[config.mk]
export PLATFORM = sky130hd
export DESIGN_NAME = spi_master_mc_core
export DESIGN_NICKNAME = d
export VERILOG_FILES = /design/src/rtl/spi_master_pkg.sv /design/src/rtl/spi_sync_fifo.sv /design/src/rtl/spi_master_mc_core.sv
export SDC_FILE = /design/constraint.sdc
export NUM_CORES = 1
export LEC_CHECK = 0
export ABC_AREA = 0
export CORE_ASPECT_RATIO = 1.5
export CORE_MARGIN = 3
export CORE_UTILIZATION = 50
export DETAILED_ROUTE_END_ITERATION = 16
export GPL_ROUTABILITY_DRIVEN = 0
export PLACE_DENSITY = 0.71
export REMOVE_ABC_BUFFERS = 1
export SETUP_SLACK_MARGIN = 0.5
export SYNTH_ARGS = -nofsm -noshare
export SYNTH_HDL_FRONTEND = slang
export SYNTH_SLANG_ARGS = --single-unit
[constraint.sdc]
create_clock -name pclk -period 10 [get_ports pclk]
set_clock_uncertainty 0.05 [all_clocks]
set_input_delay 2 -clock pclk [delete_from_list [all_inputs] [get_ports pclk]]
set_output_delay 2 -clock pclk [all_outputs]
set_load 0.02 [all_outputs]
[src/rtl/spi_master_pkg.sv]
// Shared types for the SPI master engine.
//   state_e   : frame sequencer states
//   cs_active : true in the states where the selected chip select is driven low
package spi_master_pkg;

    typedef enum logic [2:0] {
        IDLE,
        SETUP,
        XFER,
        HOLD,
        GAP
    } state_e;

    function automatic logic cs_active(input state_e s);
        return (s == SETUP) || (s == XFER) || (s == HOLD);
    endfunction

endpackage

[src/rtl/spi_sync_fifo.sv]
// Synchronous FIFO without fall-through: a pushed word is visible on rd_data
// the cycle after the push. Simultaneous push and pop are allowed.
// Ports:
//   clk, rst      clock and synchronous active-high reset
//   push, wr_data write side; caller guarantees no push while full
//   pop, rd_data  read side; rd_data is the head word, caller pops only when not empty
//   full, empty   occupancy flags
module spi_sync_fifo #(
    parameter int unsigned WIDTH = 32,
    parameter int unsigned DEPTH = 4
) (
    input  logic             clk,
    input  logic             rst,
    input  logic             push,
    input  logic [WIDTH-1:0] wr_data,
    input  logic             pop,
    output logic [WIDTH-1:0] rd_data,
    output logic             full,
    output logic             empty
);

    localparam int unsigned AW    = $clog2(DEPTH);
    localparam int unsigned CNT_W = AW + 1;

    logic [WIDTH-1:0] mem [DEPTH];
    logic [AW-1:0]    wr_ptr;
    logic [AW-1:0]    rd_ptr;
    logic [CNT_W-1:0] count;

    always_ff @(posedge clk) begin
        if (push) begin
            mem[wr_ptr] <= wr_data;
        end
    end

    always_ff @(posedge clk) begin
        if (rst) begin
            wr_ptr <= '0;
            rd_ptr <= '0;
            count  <= '0;
        end else begin
            if (push) wr_ptr <= wr_ptr + 1'b1;
            if (pop)  rd_ptr <= rd_ptr + 1'b1;
            case ({push, pop})
                2'b10:   count <= count + 1'b1;
                2'b01:   count <= count - 1'b1;
                default: count <= count;
            endcase
        end
    end

    assign rd_data = mem[rd_ptr];
    assign full    = (count == CNT_W'(DEPTH));
    assign empty   = (count == '0);

endmodule

[src/rtl/spi_master_mc_core.sv]
// SPI master engine with TX/RX FIFOs, CPOL/CPHA modes, MSB/LSB-first,
// 1..DATA_WIDTH-bit frames, one-hot-low chip selects and CS hold between frames.
// Ports:
//   pclk, preset                clock, synchronous active-high reset
//   cfg_*                       live configuration, latched at frame start
//   tx_data/tx_valid/tx_ready   TX FIFO push interface
//   rx_data/rx_valid/rx_ready   RX FIFO pop interface (data right-justified)
//   busy, done, rx_overrun      status; done/rx_overrun are 1-cycle pulses
//   spi_sclk/mosi/miso/cs_n     serial bus
module spi_master_mc_core #(
    parameter int unsigned DATA_WIDTH = 32,
    parameter int unsigned FIFO_DEPTH = 4,
    parameter int unsigned NUM_CS     = 4,
    parameter int unsigned DIV_WIDTH  = 16
) (
    input  logic                          pclk,
    input  logic                          preset,
    input  logic                          cfg_en,
    input  logic                          cfg_cpol,
    input  logic                          cfg_cpha,
    input  logic                          cfg_lsb_first,
    input  logic [$clog2(DATA_WIDTH)-1:0] cfg_len,
    input  logic [DIV_WIDTH-1:0]          cfg_div,
    input  logic [$clog2(NUM_CS)-1:0]     cfg_cs_sel,
    input  logic                          cfg_cs_hold,
    input  logic [DATA_WIDTH-1:0]         tx_data,
    input  logic                          tx_valid,
    output logic                          tx_ready,
    output logic [DATA_WIDTH-1:0]         rx_data,
    output logic                          rx_valid,
    input  logic                          rx_ready,
    output logic                          busy,
    output logic                          done,
    output logic                          rx_overrun,
    output logic                          spi_sclk,
    output logic                          spi_mosi,
    input  logic                          spi_miso,
    output logic [NUM_CS-1:0]             spi_cs_n
);

    import spi_master_pkg::*;

    localparam int unsigned LEN_W = $clog2(DATA_WIDTH);
    localparam int unsigned CS_W  = $clog2(NUM_CS);

    // Frame config lives here rather than in the package: its field widths track module parameters.
    typedef struct packed {
        logic             cpol;
        logic             cpha;
        logic             lsb_first;
        logic [LEN_W-1:0] len;
        logic [DIV_WIDTH-1:0] div;
        logic [CS_W-1:0]  cs_sel;
        logic             cs_hold;
    } spi_cfg_t;

    state_e                 state_q, state_d;
    spi_cfg_t               cfg_q;
    logic                   pend_q, pend_d;   // frame latched in HOLD, waiting out GAP for a new CS
    logic [DATA_WIDTH-1:0]  tx_sh, rx_sh, word_src;
    logic [DIV_WIDTH-1:0]   div_cnt;
    logic [LEN_W:0]         edge_cnt;
    logic                   tick, last_edge, sample_edge;
    logic                   latch, enter_setup;
    logic                   src_cpha, src_lsb;
    logic [LEN_W-1:0]       src_len;
    logic [CS_W-1:0]        src_sel;
    logic [DATA_WIDTH-1:0]  tx_head;
    logic                   tx_full, tx_empty, rx_full, rx_empty, rx_push;

    function automatic logic out_bit(input logic [DATA_WIDTH-1:0] w, input logic lsb,
                                     input logic [LEN_W-1:0] len);
        return lsb ? w[0] : w[len];
    endfunction

    function automatic logic [DATA_WIDTH-1:0] shift_out(input logic [DATA_WIDTH-1:0] w,
                                                        input logic lsb);
        return lsb ? (w >> 1) : (w << 1);
    endfunction

    // LSB-first inserts at bit len so the first received bit lands at bit 0.
    function automatic logic [DATA_WIDTH-1:0] rx_shift(input logic [DATA_WIDTH-1:0] r,
                                                       input logic lsb,
                                                       input logic [LEN_W-1:0] len,
                                                       input logic b);
        logic [DATA_WIDTH-1:0] t;
        if (lsb) begin
            t      = r >> 1;
            t[len] = b;
        end else begin
            t = {r[DATA_WIDTH-2:0], b};
        end
        return t;
    endfunction

    assign tick        = (div_cnt == cfg_q.div);
    assign last_edge   = (edge_cnt == {cfg_q.len, 1'b1});
    assign sample_edge = (edge_cnt[0] == cfg_q.cpha);

    always_comb begin
        state_d     = state_q;
        pend_d      = pend_q;
        latch       = 1'b0;
        enter_setup = 1'b0;
        case (state_q)
            IDLE: begin
                if (cfg_en && !tx_empty) begin
                    latch       = 1'b1;
                    enter_setup = 1'b1;
                    state_d     = SETUP;
                end
            end
            SETUP: if (tick) state_d = XFER;
            XFER:  if (tick && last_edge) state_d = HOLD;
            HOLD: begin
                if (tick) begin
                    if (cfg_q.cs_hold && cfg_en && !tx_empty) begin
                        latch = 1'b1;
                        if (cfg_cs_sel == cfg_q.cs_sel) begin
                            enter_setup = 1'b1;
                            state_d     = SETUP;
                        end else begin
                            pend_d  = 1'b1;
                            state_d = GAP;
                        end
                    end else begin
                        state_d = GAP;
                    end
                end
            end
            GAP: begin
                if (tick) begin
                    if (pend_q) begin
                        pend_d      = 1'b0;
                        enter_setup = 1'b1;
                        state_d     = SETUP;
                    end else begin
                        state_d = IDLE;
                    end
                end
            end
            default: state_d = IDLE;
        endcase
    end

    // Values of the frame about to start: live inputs when latching this cycle, else latched copy.
    assign word_src = latch ? tx_head       : tx_sh;
    assign src_cpha = latch ? cfg_cpha      : cfg_q.cpha;
    assign src_lsb  = latch ? cfg_lsb_first : cfg_q.lsb_first;
    assign src_len  = latch ? cfg_len       : cfg_q.len;
    assign src_sel  = latch ? cfg_cs_sel    : cfg_q.cs_sel;

    assign rx_push = (state_q == HOLD) && tick && !rx_full;

    always_ff @(posedge pclk) begin
        if (preset) begin
            state_q    <= IDLE;
            pend_q     <= 1'b0;
            cfg_q      <= '0;
            tx_sh      <= '0;
            rx_sh      <= '0;
            div_cnt    <= '0;
            edge_cnt   <= '0;
            spi_sclk   <= 1'b0;
            spi_mosi   <= 1'b0;
            spi_cs_n   <= '1;
            done       <= 1'b0;
            rx_overrun <= 1'b0;
        end else begin
            state_q    <= state_d;
            pend_q     <= pend_d;
            done       <= 1'b0;
            rx_overrun <= 1'b0;
            div_cnt    <= (state_q == IDLE || tick) ? '0 : div_cnt + 1'b1;
            spi_cs_n   <= cs_active(state_d) ? ~(NUM_CS'(1) << src_sel) : '1;

            if (latch) begin
                cfg_q <= '{cpol: cfg_cpol, cpha: cfg_cpha, lsb_first: cfg_lsb_first,
                           len: cfg_len, div: cfg_div, cs_sel: cfg_cs_sel,
                           cs_hold: cfg_cs_hold};
                tx_sh <= tx_head;
            end

            case (state_q)
                IDLE:    spi_sclk <= cfg_cpol;
                XFER:    if (tick) spi_sclk <= ~spi_sclk;
                default: spi_sclk <= cfg_q.cpol;
            endcase

            if (state_q == XFER && tick) begin
                edge_cnt <= edge_cnt + 1'b1;
                if (sample_edge) begin
                    rx_sh <= rx_shift(rx_sh, cfg_q.lsb_first, cfg_q.len, spi_miso);
                end else if (!last_edge) begin
                    spi_mosi <= out_bit(tx_sh, cfg_q.lsb_first, cfg_q.len);
                    tx_sh    <= shift_out(tx_sh, cfg_q.lsb_first);
                end
            end

            if (state_q == HOLD && tick) begin
                done       <= 1'b1;
                rx_overrun <= rx_full;
            end

            // CPHA=0 presents the first bit before the first edge; overrides the latch load above.
            if (enter_setup) begin
                edge_cnt <= '0;
                rx_sh    <= '0;
                if (!src_cpha) begin
                    spi_mosi <= out_bit(word_src, src_lsb, src_len);
                    tx_sh    <= shift_out(word_src, src_lsb);
                end
            end
        end
    end

    assign busy     = (state_q != IDLE);
    assign tx_ready = !tx_full;
    assign rx_valid = !rx_empty;

    spi_sync_fifo #(.WIDTH(DATA_WIDTH), .DEPTH(FIFO_DEPTH)) u_tx_fifo (
        .clk     (pclk),
        .rst     (preset),
        .push    (tx_valid && !tx_full),
        .wr_data (tx_data),
        .pop     (latch),
        .rd_data (tx_head),
        .full    (tx_full),
        .empty   (tx_empty)
    );

    spi_sync_fifo #(.WIDTH(DATA_WIDTH), .DEPTH(FIFO_DEPTH)) u_rx_fifo (
        .clk     (pclk),
        .rst     (preset),
        .push    (rx_push),
        .wr_data (rx_sh),
        .pop     (rx_ready && !rx_empty),
        .rd_data (rx_data),
        .full    (rx_full),
        .empty   (rx_empty)
    );

endmodule

==> impl_metrics.env, run 1 <==
export IMPL_port_buffers=107
export IMPL_end_kind="register"
export IMPL_drive_above_1_share_pct=11.4
export IMPL_critical_path_cell_chain="clkdlybuf4s50_1 -> o311ai_2 -> nor2_1 -> a21oi_4 -> inv_2 -> buf_4 -> nand2_1 -> a21boi_4 -> o21ai_0 -> a41oi_1 -> a311oi_2"
export IMPL_worstReg2RegStart="state_q[1]"
export IMPL_dpl_cell_count=1925
export IMPL_grt_pass1_wl_um=60700
export IMPL_synth_seq_cells=399
export IMPL_nFillCells=2909
export IMPL_slew_viol_final=0
export IMPL_core_sq_um=35100
export IMPL_max_freq_ghz=0.211
export IMPL_syn_inst=1424
export IMPL_netlist_area_sq_um=17800
export IMPL_dieArea_sq_um=37900
export IMPL_yosysMostFrequentCell="edfxtp_1"
export IMPL_start_util_pct=50.6
export IMPL_ys_warn_count=0
export IMPL_power_switching_mw=1.49
export IMPL_drv_cap=0
export IMPL_p_leak_nw=6.59
export IMPL_place_hpwl_um=23900
export IMPL_hp_start="cfg_q[26]"
export IMPL_fp_dieH_um=237
export IMPL_ir_worst_vdd_v=0.000156
export IMPL_finalSetupTns_ns=0
export IMPL_grt_pass1_vias=11621
export IMPL_reg2reg_to="spi_mosi"
export IMPL_synth_avg_cell_area_sq_um=12.5
export IMPL_synthArstFlopShare_pct=0
export IMPL_clk_latency_ns=0.53
export IMPL_p_int_mw=3.17
export IMPL_min_delay_path_class="register to register"
export IMPL_synth_edf_count=256
export IMPL_fin_crit_ns=4.75
export IMPL_cts_tree="done"
export IMPL_utilization_pct=57.9
export IMPL_cts_path_max_buffers=3
export IMPL_ys_types=56
export IMPL_worst_slew_margin_rel_pct=16.9
export IMPL_grt_max_degree=70
export IMPL_whs_path_depth=2
export IMPL_postCtsSetupBuffers=0
export IMPL_root_buffer="clkbuf_16"
export IMPL_grt_usage_pct=19.6
export IMPL_drc_errors=0
export IMPL_vias_per_cell=5.82
export IMPL_seq_area_frac_synth_pct=59.3
export IMPL_cts_htree_levels=2
export IMPL_overflow=0
export IMPL_p_clk_share_pct=28.4
export IMPL_finalHoldViolations=0
export IMPL_io_pins=108
export IMPL_dieWidth_um=160
export IMPL_final_nets=1570
export IMPL_rr_worst_depth=10
export IMPL_yosys_most_used_dff="edfxtp_1"
export IMPL_clkSlewWorstSetupHoldPaths_ns=0.06
export IMPL_yosys_area_top_type_share_pct=43.2
export IMPL_setup_viol=0
export IMPL_timing_worst_setup_path_type="input pin to register"
export IMPL_cp_arrival_ns=5.08
export IMPL_slowest_stage="a21boi_4"
export IMPL_cts_sinks=399
export IMPL_combPwrFrac_pct=27.8
export IMPL_rsz0062_at_grt="false"
export IMPL_ant_nets=0
export IMPL_critPathRequiredTime_ns=10.34
export IMPL_ys_top_cells_by_area="edfxtp_1, dfxtp_1, mux4_2, nand2_1, nor2_1"
export IMPL_fin_ws_ns=5.25
export IMPL_p_per_area_nw_per_um2=229
export IMPL_holdBufCountCts=0
export IMPL_cp_max_fo=55
export IMPL_cp_slowest_stage_delay_ns=0.82
export IMPL_tightest_slew_ns=1.25
export IMPL_power_share_switching_pct=31.9
export IMPL_cts_buffers=37
export IMPL_drt_wl_total_um=37300
export IMPL_finalPower_mw=4.66
export IMPL_yosysTopAreaCell="edfxtp_1"
export IMPL_num_rows=84
export IMPL_drtIter0Drc=736
export IMPL_antenna_found_initial=0
export IMPL_regToRegSetupSlack_ns=5.95
export IMPL_start_kind="input pin"
export IMPL_place_ws_ns=4.75
export IMPL_hold_end="cfg_q[26]"
export IMPL_drtPass1Iterations=5
export IMPL_area_growth_pct=14.3
export IMPL_cts_resized=0
export IMPL_vias=11599
export IMPL_wl_per_cell_um=18.7
export IMPL_power_frac_seq_pct=43.8
export IMPL_stdcell_count=1993
export IMPL_status="completed"
export IMPL_synthTopCellsByCount="edfxtp_1, nand2_1, nor2_1, dfxtp_1, mux4_2"
export IMPL_post_route_period_util_pct=47.5
==> worst max path at each step <==
stage              from          end  slack, ns  depth (start not counted)
6_report         cfg_en     spi_mosi       5.25                         11
5_1_grt          cfg_en     spi_mosi       5.11                         11
4_1_cts        register  rx_data[30]       5.31                          3
3_5_place_dp     cfg_en     spi_mosi       4.75                         11
3_3_place_gp     cfg_en     spi_mosi       4.79                         11
2_1_floorplan    cfg_en     spi_mosi       3.99                          9
==> per-stage QoR <==
stage | area [sq um] | hold slack [ns]
detailed placement | 19200 | 0.401
global placement | 19200 | 0.396
finish | 20300 | 0.408
floorplan | 17300 | 0.372
CTS | 20300 | 0.410
global route | 20300 | 0.427
==> cell usage in the layout, fill, tap and decap left out, types with 9 or more instances in the layout <==
cell type	Yosys	final
edfxtp_1	256	256
nand2_1	169	168
nor2_1	156	156
dfxtp_1	143	138
clkdlybuf4s50_1	0	106
mux4_2	83	83
a21oi_1	74	74
a211oi_1	73	73
mux2i_1	54	54
clkbuf_16	0	39
and2_1	36	36
a31oi_1	31	31
xnor2_1	30	30
nand3_1	29	29
a311oi_1	22	22
xor2_1	21	21
buf_4	2	21
o21ai_0	20	20
inv_1	17	17
nor3_1	12	12
ha_1	12	12
clkbuf_1	70	12
nor2b_1	11	11
nand4_1	10	10
and3_1	10	10
or3_1	10	9
==> critical path: cells and delay by family <==
kind	cells	cell delay (ns)
AO/OA/AOI/OAI	6	1.68
buffers and inverters	3	0.95
AND/OR/NAND/NOR	2	0.38
==> sequential cells by signal, summed over array words and instances (netlist names), named ones only <==
| name | count |
|---|---|
| u_rx_fifo.mem | 128 |
| u_tx_fifo.mem | 128 |
| rx_sh | 32 |
| tx_sh | 32 |
| cfg_q | 27 |
| div_cnt | 16 |
| edge_cnt | 6 |
| spi_cs_n | 4 |
| state_q | 3 |
| u_rx_fifo.count | 3 |
| u_tx_fifo.count | 3 |
| u_rx_fifo.rd_ptr | 2 |
| u_rx_fifo.wr_ptr | 2 |
| u_tx_fifo.rd_ptr | 2 |
| u_tx_fifo.wr_ptr | 2 |
| done | 1 |
| pend_q | 1 |
| rx_overrun | 1 |
| spi_mosi | 1 |
| spi_sclk | 1 |
==> power groups by stage <==
| stage | registers, mW | clock network (mW) | logic, mW |
|---|---|---|---|
| finish | 2.04 | 1.32 | 1.29 |
| global route | 2.06 | 1.42 | 1.42 |
| CTS | 2.04 | 1.35 | 1.30 |
| detailed placement | 2.07 | 0 | 1.29 |
| global placement | 2.07 | 0 | 1.27 |
| floorplan | 2.07 | 0 | 0.890 |
==> per-layer routing <==
metal / routed length (um) / up-vias / GRT usage, %
li1: - / 5455 / -
met1: 14600 / 5785 / 23.4
met2: 20100 / 293 / 36.1
met3: 1570 / 66 / 2.71
met4: 1130 / 0 / 6.89
met5: 0 / - / 0
==> area by class of cell <==
cell class / count / area (sq um) / area share (%)
flip-flops and latches: 399 / 10600 / 51.9
multi-input cells: 906 / 6760 / 33.2
repair buffers: 128 / 1220 / 6.02
clock buffers: 51 / 1020 / 5.02
well taps: 473 / 592 / 2.91
clock inverters: 16 / 104 / 0.511
inverters: 19 / 71.3 / 0.351
diodes: 1 / 2.50 / 0.0123
==> kinds of logic after synthesis <==
family                   count (synthesis)  share of synthesized area (%)
AO/OA/AOI/OAI                          240                           8.90
XOR/XNOR                                51                           2.51
adder cells (fa/ha/maj)                 14                           1.07
buffers and inverters                  119                           2.84
flip-flops                             399                           59.3
multiplexers                           138                           13.7
AND/OR/NAND/NOR                        463                           11.6
(Power assumes the default switching activity.)
==> run 2, diff against run 1 <==
==> constraint.sdc (replaced) <==
create_clock -name pclk -period 4.7 [get_ports pclk]
set_clock_uncertainty 0.05 [all_clocks]
set_input_delay 0.94 -clock pclk [delete_from_list [all_inputs] [get_ports pclk]]
set_output_delay 0.94 -clock pclk [all_outputs]
set_load 0.02 [all_outputs]
==> impl_metrics.env, run 2 (synthesis gave the netlist of run 1 again) <==
export IMPL_worst_slew_margin_rel_pct=17.6
export IMPL_cp_max_fo=18
export IMPL_cts_htree_levels=2
export IMPL_io_pins=108
export IMPL_top_regs="u_rx_fifo.mem x128, u_tx_fifo.mem x128"
export IMPL_final_nets=1577
export IMPL_final_seq_area_sq_um=10600
export IMPL_ant_nets=0
export IMPL_max_freq_ghz=0.261
export IMPL_drv_cap=0
export IMPL_grt_pass1_wl_um=61100
export IMPL_use_met3_pct=2.68
export IMPL_regToRegSetupSlack_ns=1.22
export IMPL_fin_crit_ns=3.83
export IMPL_overflow=0
export IMPL_clk_latency_ns=0.54
export IMPL_end_kind="output pin"
export IMPL_min_delay_path_class="register to register"
export IMPL_antenna_found_initial=0
export IMPL_stdcell_count=2000
export IMPL_vias_per_cell=5.75
export IMPL_nFillCells=2878
export IMPL_grtUsageMet1_pct=23.6
export IMPL_fin_area_sq_um=20500
export IMPL_grt_max_degree=95
export IMPL_dieWidth_um=160
export IMPL_p_per_area_nw_per_um2=495
export IMPL_root_buffer="clkbuf_16"
export IMPL_wl_per_cell_um=18.6
export IMPL_cts_resized=0
export IMPL_place_area_sq_um=19200
export IMPL_rr_worst_depth=9
export IMPL_finalHoldViolations=0
export IMPL_finalSetupTns_ns=0
export IMPL_p_leak_nw=6.67
export IMPL_fp_dieH_um=237
export IMPL_n_antenna_cell=0
export IMPL_post_route_period_util_pct=81.5
export IMPL_cts_sinks=399
export IMPL_final_cell_mix="edfxtp_1, nand2_1, nor2_1, dfxtp_1, clkdlybuf4s50_1"
export IMPL_drt_wl_total_um=37100
export IMPL_drtIter0Drc=629
export IMPL_use_met2_pct=36.4
export IMPL_start_kind="register"
export IMPL_worstReg2RegStart="div_cnt[3]"
export IMPL_slew_viol_final=0
export IMPL_whs_path_depth=2
export IMPL_rsz0062_at_grt="false"
export IMPL_clkSlewWorstSetupHoldPaths_ns=0.06
export IMPL_hp_start="cfg_q[26]"
export IMPL_multi_input_area_sq_um=6750
export IMPL_grt_usage_pct=19.7
export IMPL_port_buffers=107
export IMPL_utilization_pct=58.4
export IMPL_status="completed"
export IMPL_area_growth_pct=15.2
export IMPL_grt_pass1_vias=11662
export IMPL_vias=11494
export IMPL_hold_end="cfg_q[26]"
export IMPL_final_common_cell="edfxtp_1"
export IMPL_core_sq_um=35100
export IMPL_tightest_slew_ns=1.24
export IMPL_cts_buffers=37
export IMPL_holdBufCountCts=0
export IMPL_cts_path_max_buffers=3
export IMPL_dpl_cell_count=1932
export IMPL_dieArea_sq_um=37900
export IMPL_start_util_pct=50.6
export IMPL_cts_tree="done"
export IMPL_drtPass1Iterations=5
export IMPL_postCtsSetupBuffers=0
export IMPL_num_rows=84
export IMPL_cp_arrival_ns=2.84
export IMPL_ir_worst_vdd_v=0.000366
export IMPL_reg2reg_to="tx_sh[30]"
export IMPL_setup_viol=0
export IMPL_busiest_layer="met2"
export IMPL_drc_errors=0
export IMPL_timing_worst_setup_path_type="register to output pin"
export IMPL_drive_above_1_share_pct=12.1
export IMPL_critPathRequiredTime_ns=3.71
export IMPL_place_hpwl_um=24100
export IMPL_finalPower_mw=10.1
[run 2: stage by stage]
step | hold slack, ns | setup slack, ns
detailed placement | 0.409 | 0.770
CTS | 0.417 | 0.741
global placement | 0.390 | 0.846
global route | 0.434 | 0.667
floorplan | 0.372 | -0.253
finish | 0.415 | 0.868
[run 2: worst max-delay path by stage]
stage / endpoint / cells after the start / start
after floorplan: spi_mosi / 9 / cfg_en
after global placement: u_tx_fifo.count[2] / 12 / cfg_en
after detailed placement: u_tx_fifo.count[2] / 12 / cfg_en
after CTS: rx_data[30] / 3 / register
after global routing: rx_data[30] / 3 / register
final: rx_data[30] / 3 / register
[run 2: routing by layer]
metal,wire (um),vias up
met5,0,-
met4,1120,0
met3,1490,76
met2,19800,282
met1,14700,5684
li1,-,5452
[run 2: where the power goes]
group	switching, mW	internal [mW]
clock	1.27	1.76
sequential	0.309	4.04
combinational	1.62	1.15
total	3.20	6.95
[run 2: critical path, stage by stage, from the launching register on]
cell	delay (ns)
dfxtp_2	0.75
buf_4	0.42
mux4_2	0.55
clkdlybuf4s50_1	0.57
[run 2: final cells by class]
cell class              instances  area share [%]
multi-input cells             906            32.9
inverters                      19           0.348
well taps                     473            2.89
clock buffers                  52            5.20
flip-flops and latches        399            51.5
repair buffers                135            6.23
clock inverters                16           0.867
==> run 3, diff against run 2 <==
==> constraint.sdc (replaced) <==
create_clock -name pclk -period 3.8 [get_ports pclk]
set_clock_uncertainty 0.05 [all_clocks]
set_input_delay 0.76 -clock pclk [delete_from_list [all_inputs] [get_ports pclk]]
set_output_delay 0.76 -clock pclk [all_outputs]
set_load 0.02 [all_outputs]
==> impl_metrics.env, run 3 (synthesis gave the netlist of run 1 again) <==
export IMPL_setup_viol=0
export IMPL_cts_htree_levels=2
export IMPL_port_buffers=107
export IMPL_place_ws_ns=0.299
export IMPL_grt_usage_pct=19.8
export IMPL_core_sq_um=35100
export IMPL_drc_errors=0
export IMPL_max_freq_ghz=0.322
export IMPL_worst_slew_margin_rel_pct=31.6
export IMPL_dieWidth_um=160
export IMPL_antenna_found_initial=0
export IMPL_grt_max_degree=67
export IMPL_fin_ws_ns=0.693
export IMPL_tightest_slew_ns=1.02
export IMPL_wl_per_cell_um=18.6
export IMPL_timing_worst_setup_path_type="register to output pin"
export IMPL_dieArea_sq_um=37900
export IMPL_drt_wl_total_um=37500
export IMPL_n_antenna_cell=0
export IMPL_overflow=0
export IMPL_start_util_pct=50.6
export IMPL_drv_cap=0
export IMPL_final_common_cell="edfxtp_1"
export IMPL_p_per_area_nw_per_um2=623
export IMPL_post_route_period_util_pct=81.8
export IMPL_min_delay_path_class="register to register"
export IMPL_grt_pass1_vias=11543
export IMPL_vias_per_cell=5.75
export IMPL_cts_sinks=399
export IMPL_status="completed"
export IMPL_clk_latency_ns=0.55
export IMPL_slew_viol_final=0
export IMPL_drtPass1Iterations=5
export IMPL_end_kind="output pin"
export IMPL_p_leak_nw=6.81
export IMPL_clkSlewWorstSetupHoldPaths_ns=0.06
export IMPL_holdWs_ns=0.415
export IMPL_root_buffer="clkbuf_16"
export IMPL_final_nets=1592
export IMPL_drive_above_1_share_pct=13.4
export IMPL_final_cell_mix="edfxtp_1, nand2_1, nor2_1, dfxtp_1, clkdlybuf4s50_1"
export IMPL_num_rows=84
export IMPL_start_kind="register"
export IMPL_vias=11602
export IMPL_grt_pass1_wl_um=61100
export IMPL_rsz0062_at_grt="false"
export IMPL_finalHoldViolations=0
export IMPL_drtIter0Drc=660
export IMPL_fp_dieH_um=237
export IMPL_cts_path_max_buffers=3
export IMPL_area_growth_pct=16.8
export IMPL_cp_max_fo=32
export IMPL_top_regs="u_rx_fifo.mem x128, u_tx_fifo.mem x128"
export IMPL_cts_buffers=39
export IMPL_cp_arrival_ns=2.30
export IMPL_critPathRequiredTime_ns=2.99
export IMPL_cts_tree="done"
export IMPL_ir_worst_vdd_v=0.000421
export IMPL_place_hpwl_um=24700
export IMPL_ant_nets=0
export IMPL_io_pins=108
export IMPL_fin_crit_ns=3.11
==> run 3: cell count changes in the layout (fill, tap and decap cells not counted) <==
| cell | change |
|---|---|
| buf_4 | +7 |
| buf_12 | +4 |
| clkbuf_1 | -4 |
| bufinv_16 | +3 |
| clkinv_2 | +3 |
| buf_6 | +2 |
| clkbuf_16 | +1 |
| clkbuf_8 | -1 |
| clkinv_1 | -1 |
| clkinv_8 | +1 |
| clkinvlp_2 | +1 |
| clkinvlp_4 | -1 |
| inv_6 | +1 |
==> run 3: timing repair <==
item / in CTS / in global routing
endpoints found under the setup margin: 7 / 14
pin swaps: 1 / 0
resized for setup: 0 / 2
hold buffers: 0 / 0
buffers inserted: 2 / 0
==> run 3: routing by layer <==
layer  up-vias  wire length (um)  global-route usage, %
li1       5500                 -                      -
met2       323             19900                   35.7
met3        71              1690                   2.71
met5         -                 0                      0
met1      5708             14600                   24.1
met4         0              1270                   7.68
==> run 3: path summary, 6_finish.rpt <==
kind | start | endpoint | slack (ns) | cells after the start
setup / recovery | register | rx_data[31] | 0.69 | 3
hold / removal | cfg_q[26] | cfg_q[26] | 0.41 | 2
setup reg to reg | div_cnt[0] | u_tx_fifo.count[2] | 0.77 | 13
hold reg to reg | cfg_q[26] | cfg_q[26] | 0.41 | 2
==> run 3: cell type report <==
class | instances | area, sq um
flip-flops and latches | 399 | 10600
well taps | 473 | 592
inverters | 19 | 71.3
multi-input cells | 906 | 6750
clock inverters | 23 | 302
repair buffers | 148 | 1430
clock buffers | 48 | 1060
fillers | 2893 | 14300
==> run 3: metrics by stage <==
stage	total power, mW	util (%)	std cells	cell area, sq um	setup TNS, ns
after detailed placement	8.94	55.2	1943	19400	0
after CTS	13.0	59.1	2016	20800	0
after floorplan	7.79	-	1324	17300	-32.09
after global routing	13.6	59.1	2016	20800	0
final	12.9	59.1	2016	20800	0
after global placement	8.87	55.2	1943	19400	0
==> run 3: critical path: stages (launching register included) <==
cell and delay, ns:
dfxtp_2 0.34, buf_12 0.25, mux4_2 0.57, clkdlybuf4s50_1 0.56
==> run 3: where the power goes <==
group	switching, mW	total, mW	internal, mW
logic	2.00	3.50	1.50
registers	0.407	5.40	5.00
clock network	1.62	4.04	2.42
total	4.03	12.9	8.91
==> patch 1, RTL diff (flow settings as in run 2) <==
The 5 states of `state_e` get a one-hot encoding in 5 bits.
--- a/src/rtl/spi_master_pkg.sv
+++ b/src/rtl/spi_master_pkg.sv
@@ -5,8 +5,8 @@
 
-    typedef enum logic [2:0] {
-        IDLE,
-        SETUP,
-        XFER,
-        HOLD,
-        GAP
+    typedef enum logic [4:0] {
+        IDLE  = 5'b00001,
+        SETUP = 5'b00010,
+        XFER  = 5'b00100,
+        HOLD  = 5'b01000,
+        GAP   = 5'b10000
     } state_e;
Behaviour: same outputs for any inputs over 4 cycles, from zero or initial values and one cycle with preset high; so few cycles prove little.
==> patch 1 against run 2 <==
  * Global-route usage grew 0.96 points
  * Clock power barely moved
  * Synthesized cell count increased by 2.4%
  * Cell area up 0.18%
  * Worst setup slack improved by 240 ps
  * Sequential cell count increased by 2
  * Total power fell by 1.4%
  * Area after synthesis increased by 0.44%
  * Hold slack worse by 8.6 ps
  * Critical path depth is 1 higher
  * Wire length grew 5.3%
  * Largest cell class unchanged
==> patch 1: results (changes against run 2) <==
GRT
  • Met3 GRT Util: 2.84% (was 2.68%)
  • All-Layer GR Usage: 20.7% (was 19.7%)
  • Largest net degree at the start of global routing: 65 (was 95)
  • M2 GR Usage: 38.5% (was 36.4%)
  • Met1 track demand over resource: 24.6% (was 23.6%)
  • Global-route wire length before repair: 63,500 microns (was 61,100 microns)

Outcome
  • Status: finished, final reports clean (unchanged)

Yosys
  • Cell count after synthesis: 1,458 (was 1,424)
  • Register area share after synthesis: 59.3% (about the same)
  • Synth top area cells: edfxtp_1, dfxtp_1, mux4_2 (unchanged)
  • List of most frequent post-synthesis cells: edfxtp_1, nand2_1, dfxtp_1, nor2_1, a21oi_1 (was edfxtp_1, nand2_1, nor2_1, dfxtp_1, mux4_2)
  • Count of cell types in the netlist: 59 (was 56)

Route
  • Detailed route wirelength on metal2: 21,400 microns (was 19,800 microns)
  • Metal3 WL: 1530 microns (was 1490 microns)
  • WL met1: 15,200 microns (was 14,700 microns)
  • Drt initial violations: 813 (was 629)
  • Total number of vias: 11.7k (was 11.5k)

Final layout
  • Signal buffers share of area: 6.24% (was 6.23%)
  • FF/Latch Area: 0.0106 sq mm (about the same)
  • Number of signal-net buffers in the layout: 134 (was 135)
  • Fraction of area in multi-input gates: 32.9% (about the same)
  • Clock-cell share: 5.97% (was 6.07%)
  • Clock buffers: 49 (was 52)
  • Layout area overhead: 14.9% (was 15.2%)
  • Logic inverters: 21 (was 19)

Critical path
  • Slowest Stage Delay on Critical Path: 600 ps (was 750 ps)
  • Slowest-stage cell, CP: clkdlybuf4s50_1 (was dfxtp_2)
  • CP max FO: 5 (was 18)
  • RR Endpoint: u_tx_fifo.count[2] (was tx_sh[30])
  • R2R Path Start: div_cnt[12] (was div_cnt[3])
  • R2R cell count: 11 (was 9)
  • Crit path max-delay family: simple AND/OR/NAND/NOR gates (was buffers and inverters)

Power and ir drop
  • Peak VDD IR: 357 uV (was 366 uV)
  • Switching Fraction: 31.3% (was 31.5%)
  • P_clk: 3.04 mW (was 3.03 mW)
  • Power share of the clock group: 30.4% (was 29.9%)

Place
  • Inst Count DP: 1,969 (was 1,932)
  • Hpwl dp: 25,700 microns (was 24,100 microns)
  • Placed cell area: 0.0193 sq mm (was 0.0192 sq mm)

STA
  • Min Hold Slack: 406 ps (was 415 ps)

CTS
  • Num CTS Buffers: 38 (was 37)
  • CTS sink count: 401 (was 399)

Floorplanning
  • Die width: 160 microns (about the same)
[patch 1: cell types whose count changed after synthesis, sizes merged, moves of 10 or more]
cell and change:
mux2i +11, a21oi +36, and2 -28, a211oi -54
nor2 -27, o21ai +10, xnor2 -14, a31oi -27
nand2 +31, xor2 +13, nand3 +40, clkbuf -10
[patch 1: worst max-delay path by stage]
stage                     from                 end  slack [ps]  cells past startpoint
global route              flop         rx_data[19]         990                      3
global placement        cfg_en  u_tx_fifo.count[2]         960                     11
finish              state_q[2]                busy        1110                      4
floorplan            cfg_q[24]            spi_mosi         680                      4
detailed placement      cfg_en  u_tx_fifo.count[2]         870                     11
CTS                       flop         rx_data[18]        1050                      3
[patch 1: cell families after synthesis]
group | after synthesis | share of synthesized area (%)
simple gates | 499 | 12.6
flops | 401 | 59.3
buf+inv | 117 | 2.90
xor+xnor | 50 | 2.45
mux | 149 | 13.6
fa+ha+maj | 14 | 1.07
compound gates | 228 | 8.04
==> patch 2, RTL diff (flow settings as in run 2) <==
Without the edit above. The parameter `FIFO_DEPTH` goes from 4 to 2.
--- a/src/rtl/spi_master_mc_core.sv
+++ b/src/rtl/spi_master_mc_core.sv
@@ -11,3 +11,3 @@
     parameter int unsigned DATA_WIDTH = 32,
-    parameter int unsigned FIFO_DEPTH = 4,
+    parameter int unsigned FIFO_DEPTH = 2,
     parameter int unsigned NUM_CS     = 4,
Function: changed (Yosys sat finds a counterexample within 4 cycles, from zero or initial values and one cycle with preset high).
==> patch 2 against run 2 <==
  * Worst setup slack better by 440 ps
  * Wire length is 22% lower
  * Count of clock-buffer cells in the layout is 20 lower
  * Sequential cell count is 136 lower
  * First-iteration DRC count is 21% higher
  * Area after synthesis is 27% lower
  * Die area is 26% lower
  * Sequential power is 30% lower
  * Clock power is 29% lower
  * Cell area is 27% lower
  * Utilization is 0.98 points higher
  * Total power is 24% lower
==> patch 2: results (changes against run 2) <==
Critical path
  • CP max FO: 41 (was 18)
  • Crit path max-delay family: multiplexers (was buffers and inverters)
  • Arrival @ worst endpoint: 3700 ps (was 2840 ps)
  • RR Endpoint: tx_sh[5] (was tx_sh[30])
  • Slowest Stage Delay on Critical Path: 830 ps (was 750 ps)
  • R2R Path Start: div_cnt[8] (was div_cnt[3])
  • Crit Path Category: in2reg (was reg2out)

Route
  • Avg WL per Cell: 17.1 microns (was 18.6 microns)
  • Via-to-Cell Ratio: 5.71 (was 5.75)
  • Drt first pass iters: 7 (was 5)
  • Drt initial violations: 761 (was 629)
  • Final wirelength: 29,000 microns (was 37,100 microns)

Yosys
  • XOR/XNOR share of the synthesized area: 3.52% (was 2.51%)
  • Post-synth top flop: dfxtp_1 (was edfxtp_1)
  • Adder-cell share of the synthesized area: 0.386% (was 1.07%)
  • Register area share after synthesis: 50.5% (was 59.3%)
  • Avg Cell Area, Syn: 10.0 sq um (was 12.5 sq um)
  • List of most frequent post-synthesis cells: nor2_1, nand2_1, dfxtp_1, edfxtp_1, mux2_2 (was edfxtp_1, nand2_1, nor2_1, dfxtp_1, mux4_2)
  • Mux share of post-synthesis cell area: 14.7% (was 13.7%)
  • Synth Area in Compound Gates: 11.0% (was 8.90%)
  • Synth top area cells: edfxtp_1, dfxtp_1, mux2_2 (was edfxtp_1, dfxtp_1, mux4_2)
  • EDFF count, synth: 128 (was 256)

Final layout
  • Biggest regs: u_rx_fifo.mem: 64 flops, u_tx_fifo.mem: 64 flops (was u_rx_fifo.mem: 128 flops, u_tx_fifo.mem: 128 flops)
  • Fillers: 2,186 (was 2,878)
  • Fin nets: 1,415 (was 1,577)

CTS
  • Source-to-sink clock delay at the later pin of the worst-skew pair: 510 ps (was 540 ps)
  • Clock H-tree levels: 1 (was 2)

Outcome
  • Status: finished, final reports clean (unchanged)

Place
  • Hpwl dp: 19,200 microns (was 24,100 microns)

Power and ir drop
  • P_leak: 5.14 nW (was 6.67 nW)
  • Combinational gate power: 2.48 mW (was 2.76 mW)
  • Cell Int Power: 5.06 mW (was 6.95 mW)
  • Logic pwr share: 32.3% (was 27.2%)
  • Peak VDD IR: 332 uV (was 366 uV)

GRT
  • Vias in the first global route: 9,412 (was 11.7k)
  • All-Layer GR Usage: 20.3% (was 19.7%)
  • Largest net degree at the start of global routing: 105 (was 95)

STA
  • Least-Margin Pin Slew: 1180 ps (was 1240 ps)
==> patch 2: layout make-up <==
cell class	instances	share of cell area, %
tap	328	2.73
clock buffer	32	4.76
timing repair buffer	124	7.95
multi-input combinational	918	39.4
antenna	1	0.0167
clock inverter	12	1.14
inverter	15	0.375
sequential	263	43.6
==> patch 2: stage by stage <==
stage | utilization, % | hold slack (ps) | cell area (sq um) | setup slack (ps)
detailed placement | 55.8 | 401 | 14100 | 876
floorplan | - | 372 | 12500 | 335
global route | 59.3 | 439 | 15000 | 1130
finish | 59.3 | 407 | 15000 | 1310
CTS | 59.3 | 411 | 15000 | 1390
global placement | 55.8 | 391 | 14100 | 991
==> patch 2: layer usage <==
| layer | track usage [%] | up-vias | wire length [microns] |
|---|---|---|---|
| met5 | 0 | - | 0 |
| met2 | 37.0 | 250 | 15300 |
| li1 | - | 4741 | - |
| met3 | 2.53 | 52 | 1320 |
| met4 | 6.46 | 0 | 788 |
| met1 | 24.5 | 4619 | 11600 |
